### config.mk
export PLATFORM = sky130hd
export DESIGN_NAME = regfile_mp_flat
export DESIGN_NICKNAME = d
export VERILOG_FILES = /design/src/rtl/regfile_mp_pkg.sv /design/src/rtl/regfile_mp_if.sv /design/src/rtl/regfile_mp_scoreboard.sv /design/src/rtl/regfile_mp.sv /design/src/flat_wrapper.sv
export SDC_FILE = /design/constraint.sdc
export NUM_CORES = 2
export LEC_CHECK = 0
export ABC_CLOCK_PERIOD_IN_PS = 42300
export CORE_MARGIN = 1.5
export CORE_UTILIZATION = 61
export CTS_BUF_LIST = sky130_fd_sc_hd__clkbuf_16
export DETAILED_ROUTE_END_ITERATION = 10
export DONT_BUFFER_PORTS = 1
export PLACE_DENSITY = 0.77
export SLEW_MARGIN = 20
export SYNTH_ARGS = -nofsm -noshare
export SYNTH_HDL_FRONTEND = slang
export SYNTH_HIERARCHICAL = 1
export SYNTH_SLANG_ARGS = --single-unit
### constraint.sdc
create_clock -name clk -period 42.3 [get_ports clk]
set_clock_uncertainty 0.1 [all_clocks]
set_input_delay 6.345 -clock clk [delete_from_list [all_inputs] [get_ports clk]]
set_output_delay 6.345 -clock clk [all_outputs]
set_load 0.05 [all_outputs]
### src/rtl/regfile_mp_pkg.sv
// regfile_mp_pkg: shared parameters, address type and helpers for the register file
package regfile_pkg;
  localparam int DEF_XLEN = 32;
  localparam int DEF_NREG = 32;
  function automatic int addr_w(input int nreg);
    return $clog2(nreg);
  endfunction
  typedef logic [addr_w(DEF_NREG)-1:0] reg_addr_t;
  localparam reg_addr_t REG_ZERO = '0;
endpackage

### src/rtl/regfile_mp_if.sv
// regfile_mp_if: read, alloc and writeback bundle between core and register file
interface regfile_mp_if
  import regfile_pkg::*;
#(
  parameter int XLEN = DEF_XLEN,
  parameter int NREG = DEF_NREG,
  parameter int NRD  = 2,
  parameter int NWR  = 1
);
  localparam int AW = addr_w(NREG);
  logic [NRD-1:0]      i_rs_ren;
  logic [NRD*AW-1:0]   i_rs_raddr;
  logic [NRD*XLEN-1:0] o_rs_rdata;
  logic [NRD-1:0]      o_rs_busy;
  logic                i_rd_alloc;
  logic [AW-1:0]       i_rd_alloc_addr;
  logic [NWR-1:0]      i_rd_wvalid;
  logic [NWR*AW-1:0]   i_rd_waddr;
  logic [NWR*XLEN-1:0] i_rd_wdata;
  modport master (
    output i_rs_ren, i_rs_raddr, i_rd_alloc, i_rd_alloc_addr, i_rd_wvalid, i_rd_waddr, i_rd_wdata,
    input  o_rs_rdata, o_rs_busy
  );
  modport slave (
    input  i_rs_ren, i_rs_raddr, i_rd_alloc, i_rd_alloc_addr, i_rd_wvalid, i_rd_waddr, i_rd_wdata,
    output o_rs_rdata, o_rs_busy
  );
endinterface

### src/rtl/regfile_mp_scoreboard.sv
// regfile_scoreboard: per-register busy bits, alloc sets, writeback clears, alloc wins a tie
module regfile_scoreboard
  import regfile_pkg::*;
#(
  parameter int NREG = DEF_NREG,
  parameter int NWR  = 1,
  localparam int AW  = addr_w(NREG)
) (
  input  logic              clk,
  input  logic              rst,
  input  logic              i_alloc,
  input  logic [AW-1:0]     i_alloc_addr,
  input  logic [NWR-1:0]    i_wvalid,
  input  logic [NWR*AW-1:0] i_waddr,
  output logic [NREG-1:0]   o_busy,
  output logic [NREG-1:0]   o_busy_nxt
);
  logic [NREG-1:0] r_busy;
  logic [NREG-1:0] w_set;
  logic [NREG-1:0] w_clr;
  // decode alloc and writeback strobes; x0 can never become busy
  always_comb begin
    w_set = '0;
    w_clr = '0;
    if (i_alloc) w_set[i_alloc_addr] = 1'b1;
    for (int w = 0; w < NWR; w++)
      if (i_wvalid[w]) w_clr[i_waddr[w*AW +: AW]] = 1'b1;
    o_busy_nxt = ((r_busy & ~w_clr) | w_set) & {{(NREG-1){1'b1}}, 1'b0};
  end
  // busy vector state
  always_ff @(posedge clk or posedge rst)
    if (rst) r_busy <= '0;
    else r_busy <= o_busy_nxt;
  assign o_busy = r_busy;
endmodule

### src/rtl/regfile_mp.sv
// regfile_mp: multi-port register file with x0 hardwired, optional write bypass and busy scoreboard
module regfile_mp
  import regfile_pkg::*;
#(
  parameter int XLEN   = DEF_XLEN,
  parameter int NREG   = DEF_NREG,
  parameter int NRD    = 2,
  parameter int NWR    = 1,
  parameter int BYPASS = 1
) (
  input logic clk,
  input logic rst,
  regfile_mp_if.slave bus
);
  localparam int AW = addr_w(NREG);
  localparam logic [AW-1:0] A_ZERO = AW'(REG_ZERO);
  logic [XLEN-1:0] r_mem [NREG];
  logic [NREG-1:0] w_busy;
  logic [NREG-1:0] w_busy_nxt;
  regfile_scoreboard #(.NREG(NREG), .NWR(NWR)) u_sb (
    .clk          (clk),
    .rst          (rst),
    .i_alloc      (bus.i_rd_alloc),
    .i_alloc_addr (bus.i_rd_alloc_addr),
    .i_wvalid     (bus.i_rd_wvalid),
    .i_waddr      (bus.i_rd_waddr),
    .o_busy       (w_busy),
    .o_busy_nxt   (w_busy_nxt)
  );
  // writeback; later ports are applied last so the higher index wins a collision
  always_ff @(posedge clk or posedge rst)
    if (rst) begin
      for (int r = 0; r < NREG; r++) r_mem[r] <= '0;
    end else begin
      for (int w = 0; w < NWR; w++)
        if (bus.i_rd_wvalid[w] && bus.i_rd_waddr[w*AW +: AW] != A_ZERO)
          r_mem[bus.i_rd_waddr[w*AW +: AW]] <= bus.i_rd_wdata[w*XLEN +: XLEN];
    end
  for (genvar p = 0; p < NRD; p++) begin : g_rd
    logic [AW-1:0]   w_a;
    logic            w_hit;
    logic [XLEN-1:0] w_fwd;
    logic [XLEN-1:0] r_data;
    logic            r_bsy;
    assign w_a = bus.i_rs_raddr[p*AW +: AW];
    // find the highest-indexed same-cycle write to this read address
    always_comb begin
      w_hit = 1'b0;
      w_fwd = '0;
      for (int w = 0; w < NWR; w++)
        if (bus.i_rd_wvalid[w] && bus.i_rd_waddr[w*AW +: AW] == w_a) begin
          w_hit = 1'b1;
          w_fwd = bus.i_rd_wdata[w*XLEN +: XLEN];
        end
    end
    // registered read; forwarded reads report the post-edge busy state
    always_ff @(posedge clk or posedge rst)
      if (rst) begin
        r_data <= '0;
        r_bsy  <= 1'b0;
      end else if (bus.i_rs_ren[p]) begin
        r_data <= (w_a == A_ZERO) ? '0 : (BYPASS != 0 && w_hit) ? w_fwd : r_mem[w_a];
        r_bsy  <= (w_a == A_ZERO) ? 1'b0 : (BYPASS != 0 && w_hit) ? w_busy_nxt[w_a] : w_busy[w_a];
      end
    assign bus.o_rs_rdata[p*XLEN +: XLEN] = r_data;
    assign bus.o_rs_busy[p] = r_bsy;
  end
endmodule

### src/flat_wrapper.sv
// flat-port wrapper written by rule: the top's interface ports become plain ports
module regfile_mp_flat import regfile_pkg::*;
#(
  parameter int XLEN   = DEF_XLEN,
  parameter int NREG   = DEF_NREG,
  parameter int NRD    = 2,
  parameter int NWR    = 1,
  parameter int BYPASS = 1
)
  (clk, rst, bus_i_rs_ren, bus_i_rs_raddr, bus_i_rd_alloc, bus_i_rd_alloc_addr, bus_i_rd_wvalid, bus_i_rd_waddr, bus_i_rd_wdata, bus_o_rs_rdata, bus_o_rs_busy);
  regfile_mp_if #(.XLEN(XLEN), .NREG(NREG), .NRD(NRD), .NWR(NWR)) bus_i ();
  input logic clk;
  input logic rst;
  input wire logic [$bits(bus_i.i_rs_ren)-1:0] bus_i_rs_ren;
  input wire logic [$bits(bus_i.i_rs_raddr)-1:0] bus_i_rs_raddr;
  input wire logic [$bits(bus_i.i_rd_alloc)-1:0] bus_i_rd_alloc;
  input wire logic [$bits(bus_i.i_rd_alloc_addr)-1:0] bus_i_rd_alloc_addr;
  input wire logic [$bits(bus_i.i_rd_wvalid)-1:0] bus_i_rd_wvalid;
  input wire logic [$bits(bus_i.i_rd_waddr)-1:0] bus_i_rd_waddr;
  input wire logic [$bits(bus_i.i_rd_wdata)-1:0] bus_i_rd_wdata;
  output wire logic [$bits(bus_i.o_rs_rdata)-1:0] bus_o_rs_rdata;
  output wire logic [$bits(bus_i.o_rs_busy)-1:0] bus_o_rs_busy;
  assign bus_i.i_rs_ren = bus_i_rs_ren;
  assign bus_i.i_rs_raddr = bus_i_rs_raddr;
  assign bus_i.i_rd_alloc = bus_i_rd_alloc;
  assign bus_i.i_rd_alloc_addr = bus_i_rd_alloc_addr;
  assign bus_i.i_rd_wvalid = bus_i_rd_wvalid;
  assign bus_i.i_rd_waddr = bus_i_rd_waddr;
  assign bus_i.i_rd_wdata = bus_i_rd_wdata;
  assign bus_o_rs_rdata = bus_i.o_rs_rdata;
  assign bus_o_rs_busy = bus_i.o_rs_busy;
  regfile_mp #(.XLEN(XLEN), .NREG(NREG), .NRD(NRD), .NWR(NWR), .BYPASS(BYPASS)) u_core (.clk(clk), .rst(rst), .bus(bus_i));
endmodule
==> impl_metrics.py <==
metrics = {
    "global_route": {
        "grt_pass1_wl_microns": 248000,
        "grt-busiest-layer": "met2",
        "grt_antenna_before_repair": 2,
        "met3_usage_pct": 7.36,
        "overflow": 0,
        "grt_util_all_layers_pct": 33.8,
        "met1_usage_pct": 46.7,
        "grt_pass1_vias": 38100,
        "grt_max_degree": 280,
        "met2_usage_pct": 53.4,
    },
    "floorplan": {
        "die_h_microns": 314,
        "die_w_microns": 314,
        "core_region_area_sq_um": 95400,
        "io_pins": 124,
        "initial_core_util_pct": 61.9,
        "die-area_sq_um": 98800,
        "placementRows": 113,
    },
    "clock_network": {
        "post_cts_resized": 0,
        "cts_tree": "built",
        "cts.path.max_buffers": 3,
        "cts_buffers": 118,
        "ctsHoldBuffers": 0,
        "cts-htree-levels": 3,
        "cts_sinks": 1121,
        "post_cts_buffers": 0,
        "clkSlewWorstSetupHoldPaths_ns": 0.06,
        "cts-root-buf": "clkbuf_16",
        "clk_latency_ns": 0.71,
    },
    "finish": {
        "nNetsFinal": 3505,
        "drive_gt1_share_pct": 53.6,
        "final_util_pct": 66.4,
        "nFillCells": 6310,
        "final_cell_mix": "dfrtp_1, mux2_2, mux4_2, clkbuf_16",
        "area_growth_pct": 7.17,
        "layout.cells.most_common": "dfrtp_1",
    },
    "timing": {
        "worst_pin_slew_ns": 1.00,
        "min_period_ns": 10.09,
        "finalHoldViolCount": 0,
        "max_slew_margin_pct": 33.4,
        "fmax_mhz": 99.2,
        "post-route-period-util_pct": 23.8,
        "holdWs_ns": 0.297,
        "drv_slew": 0,
        "setup_viol": 0,
        "rsz0062_at_grt": "no",
        "setup_tns_ns": 0,
        "setup_ws_ns": 32.21,
    },
    "worst_setup_path": {
        "worstSetupPathType": "input port to asynchronous set/reset pin",
        "rrSetupSlack_ns": 39.82,
        "slowest_delay_ns": 0.85,
        "worst-path-buf-inv": 6,
        "reg2reg_to": "u_core/g_rd[1].r_bsy",
        "timing.rr.start": "u_core/u_sb/o_busy[23]",
        "crit_path_end": "u_core/r_mem[10]",
        "cp-start-kind": "input port",
        "crit_start": "rst",
        "slowest_stage": "buf_4",
        "cp.depth": 6,
        "crit_fanout": 112,
        "rr_worst_depth": 6,
        "crit_top_cell": "buf_4",
        "crit_required_ns": 42.89,
        "end_kind": "asynchronous set/reset pin",
        "crit_chain": "inv_8, buf_16, buf_4, buf_4, buf_4, buf_4",
        "crit_arrival_ns": 10.68,
        "crit_family": "buffers and inverters",
    },
    "placed_design": {
        "pre_cts_slack_ns": 31.24,
        "globalplace.congestion": 0.814,
        "io_buffers": 0,
        "hpwl_microns": 87200,
    },
    "route": {
        "first_pass_iters": 5,
        "vias_per_cell": 7.41,
        "vias": 35700,
        "ant_nets": 0,
        "wire_per_inst_microns": 33.9,
        "drc": 0,
        "wl_microns": 163000,
        "drt_iter0_markers": 3789,
    },
    "synth": {
        "async_flop_share_pct": 100,
        "yosys_warnings": 6,
        "synth_cells": 3688,
        "synthFlopType": "dfrtp_1",
        "yosysSeqAreaShare_pct": 47.5,
        "syn_area_sq_um": 59100,
        "synth_edf_count": 0,
        "synth_seq_cells": 1121,
        "yosys.cell_types.count": 48,
        "post_synth.cell_area_avg_sq_um": 16.0,
    },
    "power": {
        "ir_drop_mv": 0.0403,
        "powerDensity_nw_per_um2": 48.7,
        "p_total_uw": 3090,
        "leakage_uw": 0.0271,
    },
    "run": {
        "drv_cap": 0,
    },
    "outcome": {
        "status": "completed",
    },
    "min_path": {
        "hold_class": "register to register",
    },
}
==> sequential cells by signal, summed over array words and instances, names as in the netlist <==
signal / count
u_core/u_sb/o_busy: 31
u_core/g_rd.r_bsy: 2
u_core/r_mem: 1024
u_core/g_rd.r_data: 64
==> metal layers <==
layer  wire length, microns  vias up
li1                       -    13900
met1                  64100    19600
met2                  79300     1810
met3                  13400      388
met4                   6180        2
met5                     13        -
==> logic make-up (layout without fill, tap and decap cells) <==
group	count (synthesis)	in the layout	synth area share (%)
flip-flops	1121	1121	47.5
multiplexers	1682	1682	44.6
buffers and inverters	418	276	3.02
AO/OA/AOI/OAI	183	183	2.06
AND/OR/NAND/NOR	273	273	2.68
XOR/XNOR	10	10	0.148
other	1	3	0.00634
==> through the flow <==
| stage | cells | instance area, sq um |
|---|---|---|
| 3_3_place_gp | 4591 | 59500 |
| 6_report | 4813 | 63300 |
| 4_1_cts | 4811 | 63300 |
| 3_5_place_dp | 4591 | 59500 |
| 2_1_floorplan | 3689 | 59100 |
| 5_1_grt | 4812 | 63300 |
==> power breakdown <==
part,internal [uW],leakage [uW],switching [uW]
registers,1280,0.0144,228
logic,386,0.0107,165
clock network,585,0.00197,441
==> synthesized netlist by cell type (all sizes together) (2+ instances only) <==
cell type	n	area share [%]
a211o	34	0.50
a21oi	36	0.30
a221o	2	0.034
a22o	33	0.49
a22oi	5	0.064
and3b	2	0.030
buf	166	1.4
clkbuf	248	1.6
dfrtp	1121	47
inv	4	0.025
mux2	993	19
mux2i	26	0.44
mux4	663	25
nand2	26	0.17
nand2b	68	0.72
nand3	44	0.37
nand3b	15	0.19
nand4	3	0.032
nor2	23	0.15
nor2b	68	0.72
nor3	3	0.025
nor3b	4	0.051
nor4	2	0.021
o211ai	3	0.038
o21ai	64	0.54
or2	2	0.021
or3	2	0.021
or3b	7	0.12
xnor2	10	0.15
==> worst min path at each step <==
stage | startpoint | endpoint | slack (ns) | depth (start not counted)
after global routing | u_core/r_mem[1017] | u_core/r_mem[1017] | 0.31 | 0
after floorplan | u_core/r_mem[1000] | u_core/r_mem[1000] | 0.34 | 1
after CTS | u_core/r_mem[1018] | u_core/r_mem[1018] | 0.30 | 0
after detailed placement | u_core/r_mem[1014] | u_core/r_mem[1014] | 0.28 | 0
after global placement | u_core/r_mem[1016] | u_core/r_mem[1016] | 0.28 | 0
final | u_core/r_mem[1003] | u_core/r_mem[1003] | 0.30 | 0
==> worst register-to-register path, delay by kind of cell (launching register included) <==
kind            cells  cell delay [ns]
mux                 2             1.04
compound gates      4             0.82
flops               1             0.40
==> cell type report <==
type | count | area, sq um | area share, %
diodes | 1 | 2.50 | 0.00395
clock inverters | 102 | 835 | 1.32
well taps | 1265 | 1580 | 2.50
multi-input cells | 2150 | 29500 | 46.5
flip-flops and latches | 1121 | 28100 | 44.3
inverters | 4 | 22.5 | 0.0356
repair buffers | 52 | 422 | 0.666
clock buffers | 118 | 2950 | 4.66
(Power assumes the default switching activity.)
